<file path="config.mk">
export PLATFORM = sky130hd
export DESIGN_NAME = inst_fetch_ctrl_flat
export DESIGN_NICKNAME = d
export VERILOG_FILES = /design/src/rtl/inst_fetch_ctrl_if.sv /design/src/rtl/inst_fetch_ctrl.sv /design/src/flat_wrapper.sv
export SDC_FILE = /design/constraint.sdc
export NUM_CORES = 1
export LEC_CHECK = 0
export ABC_AREA = 1
export CORE_UTILIZATION = 45
export CTS_CLUSTER_DIAMETER = 60
export DETAILED_ROUTE_END_ITERATION = 16
export MAX_ROUTING_LAYER = met4
export PLACE_DENSITY = 0.85
export SYNTH_ARGS = -nofsm -noshare
export SYNTH_HDL_FRONTEND = slang
export SYNTH_SLANG_ARGS = --single-unit
</file>
<file path="constraint.sdc">
create_clock -name clk -period 1.4 [get_ports clk]
set_clock_uncertainty 0.05 [all_clocks]
set_input_delay 0.28 -clock clk [delete_from_list [all_inputs] [get_ports clk]]
set_output_delay 0.28 -clock clk [all_outputs]
set_load 0.01 [all_outputs]
</file>
<file path="src/rtl/inst_fetch_ctrl_if.sv">
// Fetch-side bus between the instruction-fetch sequencer and its environment (ROM, decode, program control).
// INST_FETCH_CYCLE_COUNT_EN adds the cycle_count signal to the bus.
interface inst_fetch_ctrl_if #(
    parameter int unsigned A = 10,
    parameter int unsigned W = 9
);
    logic         start;
    logic         stall;
    logic         branch_en;
    logic [A-1:0] branch_target;
    logic [W-1:0] inst_in;
    logic [A-1:0] inst_address;
    logic [W-1:0] inst;
    logic         inst_valid;
    logic         done;
`ifdef INST_FETCH_CYCLE_COUNT_EN
    logic [15:0]  cycle_count;
`endif

    modport master (
        output start, stall, branch_en, branch_target, inst_in,
        input  inst_address, inst, inst_valid, done
`ifdef INST_FETCH_CYCLE_COUNT_EN
        , input cycle_count
`endif
    );

    modport slave (
        input  start, stall, branch_en, branch_target, inst_in,
        output inst_address, inst, inst_valid, done
`ifdef INST_FETCH_CYCLE_COUNT_EN
        , output cycle_count
`endif
    );
endinterface

</file>
<file path="src/rtl/inst_fetch_ctrl.sv">
// Instruction-fetch sequencer: owns the PC, latches ROM words into the IR, redirects on branches, stops on HALT.
// Optional RUN-cycle counter enabled by defining INST_FETCH_CYCLE_COUNT_EN.
module inst_fetch_ctrl #(
    parameter int unsigned    A          = 10,
    parameter int unsigned    W          = 9,
    parameter logic [A-1:0]   START_ADDR = {A{1'b0}},
    parameter logic [W-1:0]   HALT_WORD  = {W{1'b1}}
) (
    input  logic              clk,
    input  logic              reset,     // synchronous, active-low
    inst_fetch_ctrl_if.slave  bus
);

    typedef enum logic [1:0] {
        IDLE = 2'd0,
        RUN  = 2'd1,
        DONE = 2'd2
    } state_t;

    localparam logic [A-1:0] PC_ONE = {{(A-1){1'b0}}, 1'b1};

    state_t       state_r, state_s;
    logic [A-1:0] pc_r, pc_s;
    logic [W-1:0] inst_r, inst_s;
    logic         inst_valid_r, inst_valid_s;
    logic         done_r, done_s;
    logic [W-1:0] start_word_r, start_word_s;

    // Next-state and next-register values for the fetch sequencer
    always_comb begin
        state_s      = state_r;
        pc_s         = pc_r;
        inst_s       = inst_r;
        inst_valid_s = inst_valid_r;
        done_s       = done_r;
        start_word_s = start_word_r;
        case (state_r)
            IDLE: begin
                // PC sits on START_ADDR here, so inst_in is the first program word;
                // it is kept so a restart from DONE (PC elsewhere) can issue it too.
                start_word_s = bus.inst_in;
                if (bus.start) begin
                    state_s      = RUN;
                    pc_s         = START_ADDR + PC_ONE;
                    inst_s       = bus.inst_in;
                    inst_valid_s = 1'b1;
                    done_s       = 1'b0;
                end else begin
                    pc_s         = START_ADDR;
                end
            end
            RUN: begin
                if (bus.stall) begin
                    state_s = RUN;
                end else if (inst_valid_r && (inst_r == HALT_WORD)) begin
                    state_s      = DONE;
                    inst_s       = {W{1'b0}};
                    inst_valid_s = 1'b0;
                    done_s       = 1'b1;
                end else if (bus.branch_en) begin
                    pc_s         = bus.branch_target;
                    inst_s       = {W{1'b0}};
                    inst_valid_s = 1'b0;
                end else begin
                    pc_s         = pc_r + PC_ONE;
                    inst_s       = bus.inst_in;
                    inst_valid_s = 1'b1;
                end
            end
            DONE: begin
                if (bus.start) begin
                    state_s      = RUN;
                    pc_s         = START_ADDR + PC_ONE;
                    inst_s       = start_word_r;
                    inst_valid_s = 1'b1;
                    done_s       = 1'b0;
                end else begin
                    inst_s       = {W{1'b0}};
                    inst_valid_s = 1'b0;
                    done_s       = 1'b1;
                end
            end
            default: begin
                state_s      = IDLE;
                pc_s         = START_ADDR;
                inst_s       = {W{1'b0}};
                inst_valid_s = 1'b0;
                done_s       = 1'b0;
            end
        endcase
    end

    // Sequencer state registers with synchronous active-low reset
    always_ff @(posedge clk) begin
        if (!reset) begin
            state_r      <= IDLE;
            pc_r         <= START_ADDR;
            inst_r       <= {W{1'b0}};
            inst_valid_r <= 1'b0;
            done_r       <= 1'b0;
            start_word_r <= {W{1'b0}};
        end else begin
            state_r      <= state_s;
            pc_r         <= pc_s;
            inst_r       <= inst_s;
            inst_valid_r <= inst_valid_s;
            done_r       <= done_s;
            start_word_r <= start_word_s;
        end
    end

    assign bus.inst_address = pc_r;
    assign bus.inst         = inst_r;
    assign bus.inst_valid   = inst_valid_r;
    assign bus.done         = done_r;

`ifdef INST_FETCH_CYCLE_COUNT_EN
    logic [15:0] cycle_count_r, cycle_count_s;

    // RUN-cycle counter: saturating, cleared when a program start is accepted
    always_comb begin
        cycle_count_s = cycle_count_r;
        if (state_r == RUN) begin
            if (cycle_count_r != 16'hFFFF) begin
                cycle_count_s = cycle_count_r + 16'd1;
            end else begin
                cycle_count_s = cycle_count_r;
            end
        end else if (bus.start) begin
            cycle_count_s = 16'd0;
        end else begin
            cycle_count_s = cycle_count_r;
        end
    end

    // Cycle counter register
    always_ff @(posedge clk) begin
        if (!reset) begin
            cycle_count_r <= 16'd0;
        end else begin
            cycle_count_r <= cycle_count_s;
        end
    end

    assign bus.cycle_count = cycle_count_r;
`endif

endmodule
</file>
<file path="src/flat_wrapper.sv">
// flat-port wrapper written by rule: the top's interface ports become plain ports
module inst_fetch_ctrl_flat 
#(
    parameter int unsigned    A          = 10,
    parameter int unsigned    W          = 9,
    parameter logic [A-1:0]   START_ADDR = {A{1'b0}},
    parameter logic [W-1:0]   HALT_WORD  = {W{1'b1}}
)
  (clk, reset, bus_start, bus_stall, bus_branch_en, bus_branch_target, bus_inst_in, bus_inst_address, bus_inst, bus_inst_valid, bus_done);
  inst_fetch_ctrl_if #(.A(A), .W(W)) bus_i ();
  input  logic clk;
  input  logic reset;
  input wire logic [$bits(bus_i.start)-1:0] bus_start;
  input wire logic [$bits(bus_i.stall)-1:0] bus_stall;
  input wire logic [$bits(bus_i.branch_en)-1:0] bus_branch_en;
  input wire logic [$bits(bus_i.branch_target)-1:0] bus_branch_target;
  input wire logic [$bits(bus_i.inst_in)-1:0] bus_inst_in;
  output wire logic [$bits(bus_i.inst_address)-1:0] bus_inst_address;
  output wire logic [$bits(bus_i.inst)-1:0] bus_inst;
  output wire logic [$bits(bus_i.inst_valid)-1:0] bus_inst_valid;
  output wire logic [$bits(bus_i.done)-1:0] bus_done;
  assign bus_i.start = bus_start;
  assign bus_i.stall = bus_stall;
  assign bus_i.branch_en = bus_branch_en;
  assign bus_i.branch_target = bus_branch_target;
  assign bus_i.inst_in = bus_inst_in;
  assign bus_inst_address = bus_i.inst_address;
  assign bus_inst = bus_i.inst;
  assign bus_inst_valid = bus_i.inst_valid;
  assign bus_done = bus_i.done;
  inst_fetch_ctrl #(.A(A), .W(W), .START_ADDR(START_ADDR), .HALT_WORD(HALT_WORD)) u_core (.clk(clk), .reset(reset), .bus(bus_i));
endmodule
</file>
==> run metrics <==
outcome=complete, but fails checks; failing checks=setup timing; Non-Filler Instances=419; Synth Area in XOR/XNOR=0.00453; Avg Inst Size Synth=~6.5 um2; final setup fails=14; # DRC=0; Synth top area share=0.332; Max transition margin=0.822; largest family of logic cells by synthesized area=simple AND/OR/NAND/NOR gates; Max VDD drop=approximately 0.84 mV; initial antenna violation count=0; GPL Wtd Cong=between 0.9 and 1; CP endpoint kind=flip-flop; Post-Layout Inst Area=0.00288 mm2; mux cell area share after synthesis=0; area post-placement=between 0.002 and 0.003 mm2; Die Area=0.00456 mm2; biggest area consumer among synthesized cells=dfxtp_1; Synth Area in Compound Gates=0.142; worst-case reg-to-reg path depth=8; DR pass1 iterations=5; Die Width=67.5 um; Max Root-Sink Buffers=2; Synth area leaders=dfxtp_1 (33%), nand2_1 (19%), a21oi_1 (7.8%), nor2_1 (5.6%), nand3_1 (4.4%); number of warnings issued by yosys=0; 1st-iter DRT viols=about 150; Worst Path Max Fanout=6; core area=slightly above 0.004 mm2; #FFs+latches synth=32; first-pass GRT wire length=around 8500 um; Starting Density=0.476; Crit Reg-Reg Endpoint=u_core.bus.inst_address[7]; Final WS setup=-0.0901 ns; total CTS buffers=5; reg-to-reg startpoint=u_core.state_r[1]; CP Launch Type=flip-flop; H-tree depth=2; Syn Std Cell Area=0.00193 mm2; Worst path slowest cell=dfxtp_2; vias per cell=5.45; Max Slew Vio Count=0; adder-cell share of the synthesized area=0.0389; drt wl/cell=14.0 um; share of layout cells above drive strength 1=0.252; leakage power=1.27 nW; post-synthesis simple-gate area fraction=0.396; Setup crit start=u_core.state_r[1]; worst skew pair latency=0.29 ns; r2r setup slk=-0.09 ns; clock root cell=clkbuf_8; RSZ-0062 raised after global routing=yes; diode count=0; register area share after synthesis=0.332; PwrDens=1080 mW/mm2; DP HPWL=3730 um; Hold Crit Class=reg2reg; Nets=398; Synthesized Nets=between 300 and 400; Mapped Cells=slightly below 300; Required @ worst endpoint=1.53 ns; CTS tree=yes; I/O pin total=45; largest net degree at the start of global routing=20; Setup crit end=u_core.bus.inst_address[7]; grt ovf=0; cell chain of the critical path=buf_6 > ha_4 > a21oi_4 > nand2_2 > nand2_4 > nor2_1 > nor2_1 > nor2_1; CTS sink count=32; vias in the first global route=1958; Critical Path AT=1.62 ns; via count=2283; WL met1=roughly 2400 um; dpl cells=405; Worst path max stage delay=0.34 ns; part of the power in registers=0.366; Pint=1.99 mW; cts hold-fix bufs=0; Sw Pwr=about 1.1 mW; die height=67.5 um; Distinct cells, synth=33; Met2 Routed Length=2980 um; combinational power share=0.393; MaxCap Viol Count=0; Top Layer Used=met4; power share of the clock group=0.241; Period Utilization, post-route=1.06; row count=23; Final min period=1.49 ns; worst slew pin tran=0.267 ns; Hold Violations, Final=0; Port Buffer Count=44; antenna viol nets, final=0; clk slew on worst S/H paths=0.07 ns; Total Wirelength=5880 um; pre-CTS setup slack=-0.277 ns; Critical Path Most Common Cell=nor2_1; Sw Ratio=0.360; critical path class=reg2reg; routed wl met3=around 400 um; synth-to-layout area growth=48.8%; fmax=671 MHz; GRT Util Overall=0.258
-- power groups by stage --
stage	clock network (mW)	registers, mW	logic [mW]
2_1_floorplan	0	1.17	0.571
3_3_place_gp	0	1.14	1.05
3_5_place_dp	0	1.14	1.07
4_1_cts	0.759	1.13	1.10
5_1_grt	0.799	1.15	1.33
6_report	0.751	1.14	1.22
-- Yosys cell counts (all sizes together) --
cell type and count:
nand2 99, nand4 13, buf 11, o211ai 1, nor3 1, o21a 1, xnor2 1, a31oi 1
o2111ai 1, dfxtp 32, ha 6, o21ai 8, nand3b 1, or2 2, a21oi 35, nor2 35
nand3 19, clkbuf 1, inv 28
-- area by class of cell --
| cell class | count | area [um2] |
|---|---|---|
| multi-input combinational | 224 | 1240 |
| sequential | 32 | 657 |
| timing repair buffer | 77 | 716 |
| tap | 50 | 62.6 |
| clock buffer | 8 | 90.1 |
| fill | 310 | 1180 |
| inverter | 28 | 113 |
-- worst min path at each step --
stage	startpoint	to	cells past startpoint
4_1_cts	u_core.start_word_r[8]	u_core.start_word_r[8]	2
3_3_place_gp	u_core.start_word_r[6]	u_core.start_word_r[6]	2
3_5_place_dp	u_core.start_word_r[4]	u_core.start_word_r[4]	2
5_1_grt	u_core.start_word_r[5]	u_core.start_word_r[5]	2
6_report	u_core.start_word_r[6]	u_core.start_word_r[6]	2
2_1_floorplan	reset	u_core.bus.inst_address[0]	2
-- cells in the final DEF (no fill, tap or decap), types with 3 or more instances in the layout --
| master | count |
|---|---|
| nand2_1 | 90 |
| a21oi_1 | 25 |
| nor2_1 | 25 |
| dfxtp_1 | 25 |
| buf_4 | 23 |
| clkdlybuf4s50_1 | 22 |
| dlygate4sd2_1 | 22 |
| inv_1 | 19 |
| nand3_1 | 16 |
| nand4_1 | 13 |
| a21oi_2 | 9 |
| nand2_2 | 8 |
| buf_6 | 8 |
| inv_2 | 7 |
| nor2_2 | 6 |
| clkbuf_8 | 6 |
| o21ai_0 | 5 |
| nor2_4 | 4 |
| dfxtp_2 | 4 |
| ha_4 | 3 |
| dfxtp_4 | 3 |
-- cells by family (layout without fill, tap and decap cells) --
| family | Yosys count | after routing |
|---|---|---|
| AOI/OAI and AO/OA | 47 | 47 |
| xor gates and xnor gates | 1 | 1 |
| adders and majority gates | 6 | 6 |
| buffers and inverters | 40 | 113 |
| DFF | 32 | 32 |
| and+or+nand+nor | 170 | 170 |
-- repair_timing --
action                                  CTS  global route
pin swaps                                 6            10
gates resized for setup                  41            31
buffers inserted                          1             5
gates cloned                              0             0
endpoints found under the setup margin   48            21
-- stage by stage --
stage          utilization  hold slack, ns  total power, mW  setup TNS, ns
2_1_floorplan            -           0.366             1.74              0
3_3_place_gp         0.642           0.394             2.19          -3.84
3_5_place_dp         0.642           0.401             2.21          -4.60
4_1_cts              0.674           0.410             2.99       -0.00376
5_1_grt              0.709           0.434             3.28          -1.43
6_report             0.709           0.415             3.11         -0.385
-- registers in the layout, summed over array words and instances (netlist names) --
signal / count
u_core.bus.inst_address: 10
u_core.bus.inst_valid: 1
u_core.state_r: 2
u_core.bus.done: 1
u_core.bus.inst: 9
u_core.start_word_r: 9
-- worst max-delay path, delay by kind of cell (launching register included) --
kind	cells	cell delay, ns
simple gates	5	0.48
flops	1	0.34
compound gates	1	0.21
buf+inv	1	0.12
fa+ha+maj	1	0.17
-- routing by layer --
layer	vias to the layer above	track usage
met5	-	-
met4	0	0.112
met3	24	0.0642
met2	114	0.439
met1	1038	0.283
li1	1107	-
Power figures use the tool's default switching activity.
